$ cat config.mk
export PLATFORM = sky130hd
export DESIGN_NAME = iq_comp_adapt
export DESIGN_NICKNAME = d
export VERILOG_FILES = /design/src/rtl/iq_comp_adapt.sv
export SDC_FILE = /design/constraint.sdc
export NUM_CORES = 1
export LEC_CHECK = 0
export ABC_CLOCK_PERIOD_IN_PS = 15950
export CAP_MARGIN = 20
export CORE_ASPECT_RATIO = 0.9
export CORE_MARGIN = 3
export CORE_UTILIZATION = 60
export DETAILED_ROUTE_END_ITERATION = 7
export GPL_TIMING_DRIVEN = 0
export PLACE_DENSITY = 0.79
export SYNTH_ARGS = -nofsm -noshare
export SYNTH_HDL_FRONTEND = slang
export SYNTH_SLANG_ARGS = --single-unit
export TNS_END_PERCENT = 1
$ cat constraint.sdc
create_clock -name clk -period 15.95 [get_ports clk]
set_clock_uncertainty 0.2 [all_clocks]
set_input_delay 1.595 -clock clk [delete_from_list [all_inputs] [get_ports clk]]
set_output_delay 1.595 -clock clk [all_outputs]
set_load 0.005 [all_outputs]
$ cat src/rtl/iq_comp_adapt.sv
// I/Q imbalance compensator with adaptive weights (Wr/Wj).
// Define IQCOMP_SETTLE_DET_EN to build the weight-settle detector.
module iq_comp_adapt #(
    parameter int DW         = 4,
    parameter int WW         = 13,
    parameter int MU         = 9,
    parameter int SETTLE_CNT = 64,
    parameter int SETTLE_THR = 4
) (
    input  logic                 clk,
    input  logic                 RESET,
    input  logic [1:0]           op_mode,
    input  logic                 freeze_iqcomp,
    input  logic                 in_valid,
    input  logic [DW-1:0]        Ix,
    input  logic [DW-1:0]        Qx,
    input  logic signed [WW-1:0] Wr_in,
    input  logic signed [WW-1:0] Wj_in,
    output logic                 out_valid,
    output logic signed [DW-1:0] Iy,
    output logic signed [DW-1:0] Qy,
    output logic signed [WW-1:0] Wr,
    output logic signed [WW-1:0] Wj,
    output logic                 settled
);
    localparam int PW = WW + DW + 2;
    localparam int DP = 2 * DW + 2;
    localparam int UW = WW + DP + 1;
    localparam logic signed [PW-1:0] OMAX = PW'(2 ** (DW - 1) - 1);
    localparam logic signed [PW-1:0] OMIN = PW'(-(2 ** (DW - 1)));
    localparam logic signed [UW-1:0] WMAX = UW'(2 ** (WW - 1) - 1);
    localparam logic signed [UW-1:0] WMIN = UW'(-(2 ** (WW - 1)));

    if (SETTLE_CNT < 1 || SETTLE_THR < 0 || MU < 0) begin : g_cfg_err
        $error("iq_comp_adapt: bad parameters");
    end

    typedef enum logic [2:0] {
        ST_BYP, ST_ADAPT, ST_HOLD, ST_EXT, ST_TRACK
    } state_t;

    state_t r_state, w_state_nx;
    logic signed [DW-1:0] r_iy, r_qy;
    logic signed [WW-1:0] r_wr, r_wj;
    logic                 r_ov;
    logic                 w_settle_go;
    logic                 w_upd;

    logic signed [DW-1:0] w_ixs, w_qxs;
    logic signed [WW-1:0] w_wr_use, w_wj_use;
    logic signed [PW-1:0] w_pi, w_pq, w_ci, w_cq;
    logic signed [DW:0]   w_s, w_d;
    logic signed [DP-1:0] w_dwr, w_dwj;
    logic signed [UW-1:0] w_wr_nx, w_wj_nx;

    function automatic logic signed [DW-1:0] sat_o(input logic signed [PW-1:0] v);
        if (v > OMAX) return DW'(OMAX);
        if (v < OMIN) return DW'(OMIN);
        return DW'(v);
    endfunction

    function automatic logic signed [WW-1:0] sat_w(input logic signed [UW-1:0] v);
        if (v > WMAX) return WW'(WMAX);
        if (v < WMIN) return WW'(WMIN);
        return WW'(v);
    endfunction

    // Offset-binary to two's complement is an MSB flip.
    assign w_ixs = $signed({~Ix[DW-1], Ix[DW-2:0]});
    assign w_qxs = $signed({~Qx[DW-1], Qx[DW-2:0]});

    assign w_wr_use = (r_state == ST_EXT) ? Wr_in : r_wr;
    assign w_wj_use = (r_state == ST_EXT) ? Wj_in : r_wj;

    assign w_pi = PW'(w_wr_use) * PW'(w_ixs) + PW'(w_wj_use) * PW'(w_qxs);
    assign w_pq = PW'(w_wj_use) * PW'(w_ixs) - PW'(w_wr_use) * PW'(w_qxs);
    assign w_ci = PW'(w_ixs) + (w_pi >>> MU);
    assign w_cq = PW'(w_qxs) + (w_pq >>> MU);

    assign w_s     = (DW+1)'(r_iy) + (DW+1)'(r_qy);
    assign w_d     = (DW+1)'(r_iy) - (DW+1)'(r_qy);
    assign w_dwr   = DP'(w_s) * DP'(w_d);
    assign w_dwj   = (DP'(r_iy) * DP'(r_qy)) <<< 1;
    assign w_wr_nx = UW'(r_wr) - UW'(w_dwr);
    assign w_wj_nx = UW'(r_wj) - UW'(w_dwj);

    assign w_upd = in_valid && ((r_state == ST_ADAPT && !freeze_iqcomp)
                                || r_state == ST_TRACK);

    always_comb begin
        w_state_nx = r_state;
        unique case (op_mode)
            2'b00: w_state_nx = ST_BYP;
            2'b10: w_state_nx = ST_EXT;
            2'b11: w_state_nx = ST_TRACK;
            default: begin
                if (r_state == ST_ADAPT || r_state == ST_HOLD)
                    w_state_nx = (freeze_iqcomp || w_settle_go) ? ST_HOLD : ST_ADAPT;
                else
                    w_state_nx = ST_ADAPT;
            end
        endcase
    end

    always_ff @(posedge clk) begin
        if (RESET) r_state <= ST_BYP;
        else       r_state <= w_state_nx;
    end

    always_ff @(posedge clk) begin
        if (RESET) begin
            r_ov <= 1'b0;
            r_iy <= '0;
            r_qy <= '0;
        end else begin
            r_ov <= in_valid;
            if (in_valid) begin
                r_iy <= (r_state == ST_BYP) ? w_ixs : sat_o(w_ci);
                r_qy <= (r_state == ST_BYP) ? w_qxs : sat_o(w_cq);
            end
        end
    end

    always_ff @(posedge clk) begin
        if (RESET) begin
            r_wr <= '0;
            r_wj <= '0;
        end else begin
            unique case (r_state)
                ST_BYP: begin
                    r_wr <= '0;
                    r_wj <= '0;
                end
                ST_EXT: begin
                    r_wr <= Wr_in;
                    r_wj <= Wj_in;
                end
                default: begin
                    if (w_upd) begin
                        r_wr <= sat_w(w_wr_nx);
                        r_wj <= sat_w(w_wj_nx);
                    end
                end
            endcase
        end
    end

`ifdef IQCOMP_SETTLE_DET_EN
    localparam int CW = $clog2(SETTLE_CNT + 1);
    localparam logic [CW-1:0] CNT_MAX = CW'(SETTLE_CNT);
    localparam logic [CW-1:0] CNT_HIT = CW'(SETTLE_CNT - 1);
    localparam logic signed [DP-1:0] THR = DP'(SETTLE_THR);

    logic [CW-1:0] r_cnt;
    logic          r_settled;
    logic [1:0]    r_op_prev;
    logic          w_chg, w_small, w_adapt_upd, w_hit;

    assign w_chg       = (op_mode != r_op_prev);
    assign w_small     = (w_dwr <= THR) && (w_dwr >= -THR)
                      && (w_dwj <= THR) && (w_dwj >= -THR);
    assign w_adapt_upd = w_upd && (r_state == ST_ADAPT);
    assign w_hit       = w_adapt_upd && w_small && !w_chg && (r_cnt == CNT_HIT);
    assign w_settle_go = r_settled || w_hit;
    assign settled     = r_settled;

    always_ff @(posedge clk) begin
        if (RESET) begin
            r_cnt     <= '0;
            r_settled <= 1'b0;
            r_op_prev <= 2'b00;
        end else begin
            r_op_prev <= op_mode;
            if (w_chg) begin
                r_cnt     <= '0;
                r_settled <= 1'b0;
            end else if (w_adapt_upd) begin
                if (!w_small)             r_cnt <= '0;
                else if (r_cnt != CNT_MAX) r_cnt <= r_cnt + CW'(1);
                if (w_hit) r_settled <= 1'b1;
            end
        end
    end
`else
    assign settled     = freeze_iqcomp;
    assign w_settle_go = 1'b0;
`endif

    assign out_valid = r_ov;
    assign Iy        = r_iy;
    assign Qy        = r_qy;
    assign Wr        = r_wr;
    assign Wj        = r_wj;
endmodule
; ---- Word-level counts from Yosys, hierarchy flattened
; Index checks and enable logic that the tools add are counted.
[op_classes]
eq_ne = 6
order_cmp = 8
mux = 59
n_bitwise = 2
reduce_logical = 9
mul = 6
addsub = 8
[op_table]
columns = op, n
row1 = $mux 13, 12
row2 = $mul 13x4->17, 4
row3 = $pmux 13 s2, 2
row4 = $mux 4, 10
row5 = $mux 1, 32
row6 = $gt 14x13->1 const B, 2
row7 = $lt 14x13->1 const B, 2
row8 = $add 4x9->10, 2
row9 = $gt 10x4->1 const B, 2
row10 = $lt 10x4->1 const B, 2
row11 = $add 17x17->18, 1
row12 = $sub 17x17->18, 1
row13 = $sub 13x10->14, 1
row14 = $sub 13x9->14, 1
row15 = $mul 5x5->10, 1
row16 = $pmux 3 s3, 1
row17 = $mul 4x4->8, 1
row18 = $eq 3x2->1 const B, 2
row19 = $add 4x4->5, 1
row20 = $sub 4x4->5, 1
row21 = $eq 2x2->1 const B, 2
row22 = $mux 2, 2
row23 = $eq 3x1->1 const B, 1
row24 = $eq 3x3->1 const B, 1
row25 = other kinds (8), 11
[word_totals]
wordCells = 104
ff_bits = 38
out_inout_bits = 36

; ---- Logic depth before layout (Yosys ltp)
; Gate-level depths: netlist of run 1.
[logic_depth]
depth_word = 16
depth_mapped = 36
ltp_nobuf = 32

; ---- Least setup slack after synthesis of run 1
; No wires, ideal clock.
[synth_timing]
path_type = input port to flip-flop
from = input port Ix[2]
to = register r_qy[0] (netlist: Qy[0])
setup_slack_ns = 7.977
n_path_buf = 2
setup_time_ns = 0.074
arrival_ns = 7.699
cell_stages = 31
required_ns = 15.676
cell_sequence = buf_1 clkbuf_1 nand2_1 fa_1 inv_1 fa_1 inv_1 ha_1 inv_1 fa_1 inv_1 fa_1 inv_1 ha_1 a21o_1 a211o_1 o2bb2ai_1 nor3_2 nor2_1 and2_1 nor2_1 xnor2_1 ha_1 o21ai_0 o21ai_0 a21o_1 a21oi_1 xor2_1 o31a_1 o21a_1 o21ai_0
[synth_between]
elab_chain_len = 11
elab_cells_between_ends = 16
[synth_lines]
columns = element, line
row1 = "start, declared", 15  ; input logic [DW-1:0] Ix,
row2 = $mul 13x4->17 *, 76  ; assign w_pq = PW'(w_wj_use) * PW'(w_ixs) - PW'(w_wr_use) * PW'(w_qxs);
row3 = $sub 17x17->18 *, 76
row4 = $add 4x9->10 *, 78  ; assign w_cq = PW'(w_qxs) + (w_pq >>> MU);
row5 = $lt 10x4->1, 58  ; if (v < OMIN) return DW'(OMIN);
row6 = $mux 1 (2 in a row), 58
row7 = $mux 1, 117  ; if (in_valid) begin
row8 = $mux 1, 111  ; if (RESET) begin
row9 = $mux 4, 59  ; return DW'(v);
row10 = $mux 4 *, 58
row11 = $mux 4 *, 119  ; r_qy <= (r_state == ST_BYP) ? w_qxs : sat_o(w_cq);
row12 = "end signal, assigned", 119
row13 = "end, declared", 43  ; logic signed [DW-1:0] r_iy, r_qy;
; Every way passes the cells marked *; elsewhere a longest branch is shown, timed or not. The select of a mux whose other input is x is not followed.
; A chain may end at the register's enable or synchronous reset.

; ---- Worst setup path in the final report of run 1
[layout_timing]
from = input port Ix[3]
to = register r_qy[0] (netlist: Qy[0])
[layout_between]
elab_chain_len = 12
elab_cells_between_ends = 17
[layout_lines]
columns = element, line
row1 = $not 1->1 *, 69  ; assign w_ixs = $signed({~Ix[DW-1], Ix[DW-2:0]});
row2 = $mul 13x4->17 *, 76
row3 = $sub 17x17->18 *, 76
row4 = $add 4x9->10 *, 78
row5 = $lt 10x4->1, 58
row6 = $mux 1 (2 in a row), 58
row7 = $mux 1, 117
row8 = $mux 1, 111
row9 = $mux 4, 59
row10 = $mux 4 *, 58
row11 = $mux 4 *, 119
; Marks and branches as above.

==> impl_metrics.env, run 1 <==
export IMPL_run_status="complete, no violations"
export IMPL_ys_warn_count=0
export IMPL_required_ps=15960
export IMPL_antenna_found_initial=1
export IMPL_grt_total_usage=0.294
export IMPL_cts_buffer_depth=2
export IMPL_start_util=0.619
export IMPL_rsz0062_at_grt="no"
export IMPL_io_buffers=72
export IMPL_rr_startpoint="r_state[0]"
export IMPL_drv_slew=0
export IMPL_die_x_um=162
export IMPL_hold_end="Iy[0]"
export IMPL_reg2reg_to="Qy[0]"
export IMPL_synth_top_area_share=0.316
export IMPL_ant_nets=0
export IMPL_clockRootBuffer="clkbuf_16"
export IMPL_utilization=0.678
export IMPL_min_period_ps=9550
export IMPL_start_kind="input pin"
export IMPL_synth_seq_cells=38
export IMPL_max_cap_violations=0
export IMPL_core_um2=21100
export IMPL_slew_headroom=0.289
export IMPL_cts_num_sinks=38
export IMPL_cts_setup_buffers=0
export IMPL_cts_resized=0
export IMPL_htree_levels=2
export IMPL_cts_tree="done"
export IMPL_fmax_mhz=105
export IMPL_grt_pass1_wl_um=56000
export IMPL_drt_vias_per_instance=5.79
export IMPL_area_delta_synth_final_pct=9.49
export IMPL_drive_gt1_frac=0.0248
export IMPL_yosysUniqueCellTypes=79
export IMPL_place_congestion=0.941
export IMPL_critical_path_class="in2reg"
export IMPL_yosys_area_share_xor_xnor=0.0435
export IMPL_routedWlPerCell_um=17.7
export IMPL_clk_latency_ps=290
export IMPL_drcViolationCount=0
export IMPL_dr_pass1_iters=6
export IMPL_synthAdderAreaFrac=0.474
export IMPL_hold_depth=2
export IMPL_finalSetupViolations=0
export IMPL_min_path_type="reg2reg"
export IMPL_placed_area_um2=14200
export IMPL_min_from="Iy[0]"
export IMPL_antenna_cells=0
export IMPL_grt_max_degree=17
export IMPL_cts_clk_slew_worst_paths_ps=60
export IMPL_grt_overflow_total=0
export IMPL_yosys_area_top_type="fa_1"
export IMPL_synthFlopType="dfxtp_1"
export IMPL_seq_area_frac_synth=0.0581
export IMPL_reg2reg_depth=35
export IMPL_die_height_um=146
export IMPL_io_pins=76
export IMPL_synth_fp_nets=1980
export IMPL_fin_area_um2=14300
export IMPL_wl_um=34300
export IMPL_drtIter0Drc=817
export IMPL_syn_inst=1568
export IMPL_routed_via_count=11200
export IMPL_synth_top_family_by_area="adder cells"
export IMPL_yosys_area_share_simple=0.183
export IMPL_cts_buffers=5
export IMPL_ys_top_cells_by_area="fa_1 32%, ha_1 16%, inv_1 8.4%, dfxtp_1 5.8%, nand2_1 4.5%"
export IMPL_path_max_fanout=15
export IMPL_ctsHoldBuffers=0
export IMPL_die_area_um2=23600
export IMPL_cp_arrival_ps=9560
export IMPL_place_hpwl_um=28800
export IMPL_min_period_over_period=0.599
export IMPL_reg2reg_slack_ps=7030
export IMPL_synth_edff_count=0
export IMPL_synthMuxAreaShare=0.00726
export IMPL_std_cell_rows=50
export IMPL_final_nets=2061
export IMPL_synth_compound_area_frac=0.136
export IMPL_first_global_vias=11000
export IMPL_postSynth_asyncResetShare=0
export IMPL_syn_mean_instance_area_um2=8.35
export IMPL_synthesis_area_um2=13100
export IMPL_worstMarginPinSlew_ps=1060
export IMPL_tns_ps=0
export IMPL_worst_setup_path_end_kind="flip-flop"
export IMPL_hold_viol=0
## cell families after synthesis
| group | Yosys count |
|---|---|
| buffers and inverters | 337 |
| DFF | 38 |
| adders and majority gates | 372 |
| and+or+nand+nor | 491 |
| AOI/OAI and AO/OA | 256 |
| xor gates and xnor gates | 65 |
| muxes | 9 |
## area by class of cell
type	instances	area, um2
plain buffers	44	180
clock buffers	6	139
clock inverters	2	12.5
fillers	1801	6810
inverters	293	1100
multi-input cells	1193	11100
flip-flops and latches	38	761
well taps	286	358
repair buffers	74	733
## worst max-delay path: stages
cell and delay (ps):
clkdlybuf4s50_1 540, clkbuf_1 340, inv_1 280, clkbuf_1 760, nand3_1 330, fa_1 570, inv_1 50, fa_1 460
fa_1 510, fa_1 490, ha_1 310, ha_1 280, inv_1 60, nor2_1 150, nor4bb_4 290, nor3_1 120
xnor2_1 180, fa_1 470, a211oi_1 370, o21ai_0 190, a21o_1 180, a21oi_1 170, xor2_1 100, o31a_1 320
o21a_1 230, o21ai_0 180
## layout by cell type, fill, tap and decap left out, types with 9 or more instances in the layout
master / count
ha_1: 165
xnor2_1: 48
clkbuf_1: 36
a21oi_1: 53
nor2b_1: 36
a311oi_1: 22
a21o_1: 21
a211oi_1: 13
o21ai_0: 51
clkdlybuf4s50_1: 72
dfxtp_1: 38
nor2_1: 125
nand2b_1: 19
o21a_1: 19
and2_1: 80
nand2_1: 156
xor2_1: 17
nor3_1: 16
inv_1: 292
fa_1: 207
o21ai_1: 9
nand3_1: 17
## cell usage after synthesis, types with 9 or more instances
master	instances
nand2_1	156
dfxtp_1	38
nor2b_1	36
o21ai_0	51
inv_1	292
ha_1	165
nand3_1	17
nor2_1	125
a311oi_1	22
and2_1	80
o21ai_1	9
clkbuf_1	36
a21o_1	21
xnor2_1	48
o21a_1	19
nor3_1	16
a21oi_1	53
xor2_1	17
nand2b_1	19
fa_1	207
a211oi_1	13
## sequential cells by signal, summed over array words and instances, names as in the netlist
name / count
Qy: 4
Wj: 13
Iy: 4
r_state: 3
Wr: 13
out_valid: 1
## how the worst max path moves through the flow
stage,startpoint,endpoint,cells past startpoint
2_1_floorplan,Ix[2],Qy[0],31
3_3_place_gp,Ix[3],Qy[0],26
3_5_place_dp,Ix[3],Qy[0],26
4_1_cts,Ix[3],Qy[0],26
5_1_grt,Ix[3],Iy[2],28
6_report,Ix[3],Qy[0],26
## stage by stage
| step | setup slack (ps) | hold WS (ps) | instances |
|---|---|---|---|
| after global routing | 5940 | 342 | 1936 |
| final | 6400 | 347 | 1936 |
| after floorplan | 7980 | 284 | 1568 |
| after detailed placement | 6270 | 319 | 1927 |
| after global placement | 6320 | 303 | 1926 |
| after CTS | 6520 | 327 | 1935 |
## per-layer routing
| metal | track usage | wire length (um) |
|---|---|---|
| met1 | 0.436 | 15000 |
| met4 | 0.0618 | 871 |
| met2 | 0.452 | 15200 |
| met3 | 0.0565 | 3190 |
| met5 | 0 | 0 |
Power of run 1 is not shown: default switching activity piles up to over one toggle a cycle in this logic, so the estimate is an artifact.
==> run 2: changes to the inputs <==
- ABC_CLOCK_PERIOD_IN_PS: 15950 -> 9350
- clock period: 15.95 -> 9.35 ns (I/O delays scaled with it)
==> run 2 against run 1 <==
  * Die area is the same
  * Utilization hardly changed
  * Final area about the same
  * Setup slack got worse by 5900 ps
  * Critical path depth did not move
  * Final cell count did not move
  * Largest cell class unchanged
==> impl_metrics.env, run 2 (synthesis results as in run 1) <==
export IMPL_run_status="complete, no violations"
export IMPL_slew_headroom=0.267
export IMPL_reg2reg_slack_ps=570
export IMPL_cts_tree="done"
export IMPL_min_period_over_period=0.948
export IMPL_min_period_ps=8860
export IMPL_place_congestion=0.941
export IMPL_critical_path_class="in2reg"
export IMPL_antenna_found_initial=1
export IMPL_worst_setup_path_end_kind="flip-flop"
export IMPL_clockRootBuffer="clkbuf_16"
export IMPL_rsz0062_at_grt="no"
export IMPL_die_x_um=162
export IMPL_final_cell_mix="292 x inv_1, 207 x fa_1, 165 x ha_1"
export IMPL_cts_num_sinks=38
export IMPL_drive_gt1_frac=0.0261
export IMPL_cts_clk_slew_worst_paths_ps=60
export IMPL_cts_buffers=5
export IMPL_io_pins=76
export IMPL_io_buffers=72
export IMPL_die_area_um2=23600
export IMPL_drtIter0Drc=831
export IMPL_cts_setup_buffers=0
export IMPL_cts_buffer_depth=2
export IMPL_path_max_fanout=15
export IMPL_max_cap_violations=0
export IMPL_wl_um=34300
export IMPL_required_ps=9310
export IMPL_hold_viol=0
export IMPL_cp_arrival_ps=8820
export IMPL_drt_vias_per_instance=5.78
export IMPL_antenna_cells=0
export IMPL_worstMarginPinSlew_ps=1090
export IMPL_fmax_mhz=113
export IMPL_final_nets=2061
export IMPL_fillers=1802
export IMPL_htree_levels=2
export IMPL_first_global_vias=11000
export IMPL_routed_via_count=11200
export IMPL_drcViolationCount=0
export IMPL_die_height_um=146
export IMPL_clk_latency_ps=290
export IMPL_grt_total_usage=0.294
export IMPL_ant_nets=0
export IMPL_start_kind="input pin"
export IMPL_grt_overflow_total=0
export IMPL_place_hpwl_um=28800
export IMPL_routedWlPerCell_um=17.7
export IMPL_grt_pass1_wl_um=56000
export IMPL_std_cell_rows=50
export IMPL_min_path_type="reg2reg"
export IMPL_area_delta_synth_final_pct=9.51
export IMPL_start_util=0.619
export IMPL_layout_commonest_cell="inv_1"
export IMPL_core_um2=21100
export IMPL_grt_max_degree=17
export IMPL_tns_ps=0
export IMPL_finalSetupViolations=0
export IMPL_drv_slew=0
export IMPL_dr_pass1_iters=6
==> run 2: path summary, 6_finish.rpt <==
kind,cells past startpoint,start,end
min reg2reg,2,Wr[3],Wr[3]
max,26,Ix[3],Iy[2]
min,2,Wr[3],Wr[3]
max reg2reg,33,r_state[2],Qy[0]
==> run 2: timing repair <==
action                                  in CTS  in global routing
hold buffers                                 0                  0
endpoints found under the setup margin       0                  6
resized for setup                            0                  3
==> run 2: worst max-delay path, cell delays in order <==
cell	delay (ps)
clkdlybuf4s50_1	540
clkbuf_1	340
inv_1	280
clkbuf_1	730
nand3_1	320
fa_1	600
inv_1	50
fa_1	460
fa_1	550
inv_1	60
fa_1	520
inv_1	40
ha_1	370
nand2_1	70
o21ai_0	350
nor2_1	140
o31a_1	340
nor2b_1	150
xnor2_1	120
ha_1	340
or4_1	520
o311a_1	130
nor4_1	290
a32o_1	300
o21a_1	160
o32ai_1	80
==> run 2: cell type report <==
type                       count  area, um2  area share
sequential                    38        761      0.0530
clock inverter                 2       12.5    0.000872
tap                          286        358      0.0249
buffer                        44        183      0.0127
multi-input combinational   1193      11100       0.771
timing repair buffer          74        733      0.0511
clock buffer                   6        139     0.00968
inverter                     293       1100      0.0769
==> run 2: stage by stage <==
step / area [um2] / hold WS [ps] / setup slack (ps) / utilization / instances
4_1_cts: 14300 / 327 / 580 / 0.678 / 1935
2_1_floorplan: 13100 / 284 / 1920 / - / 1568
3_5_place_dp: 14200 / 319 / 328 / 0.671 / 1927
5_1_grt: 14300 / 342 / 2.91 / 0.678 / 1936
6_report: 14300 / 327 / 490 / 0.678 / 1936
3_3_place_gp: 14200 / 303 / 381 / 0.670 / 1926
==> run 2: layer usage <==
| metal | part of all wire | vias to the layer above | wire [um] | GRT usage |
|---|---|---|---|---|
| li1 | - | 5194 | - | - |
| met1 | 0.44 | 5435 | 15100 | 0.436 |
| met2 | 0.44 | 493 | 15200 | 0.452 |
| met3 | 0.090 | 68 | 3080 | 0.0565 |
| met4 | 0.025 | 0 | 855 | 0.0618 |
| met5 | 0 | - | 0 | 0 |
Power of run 2 is left out for the same reason.
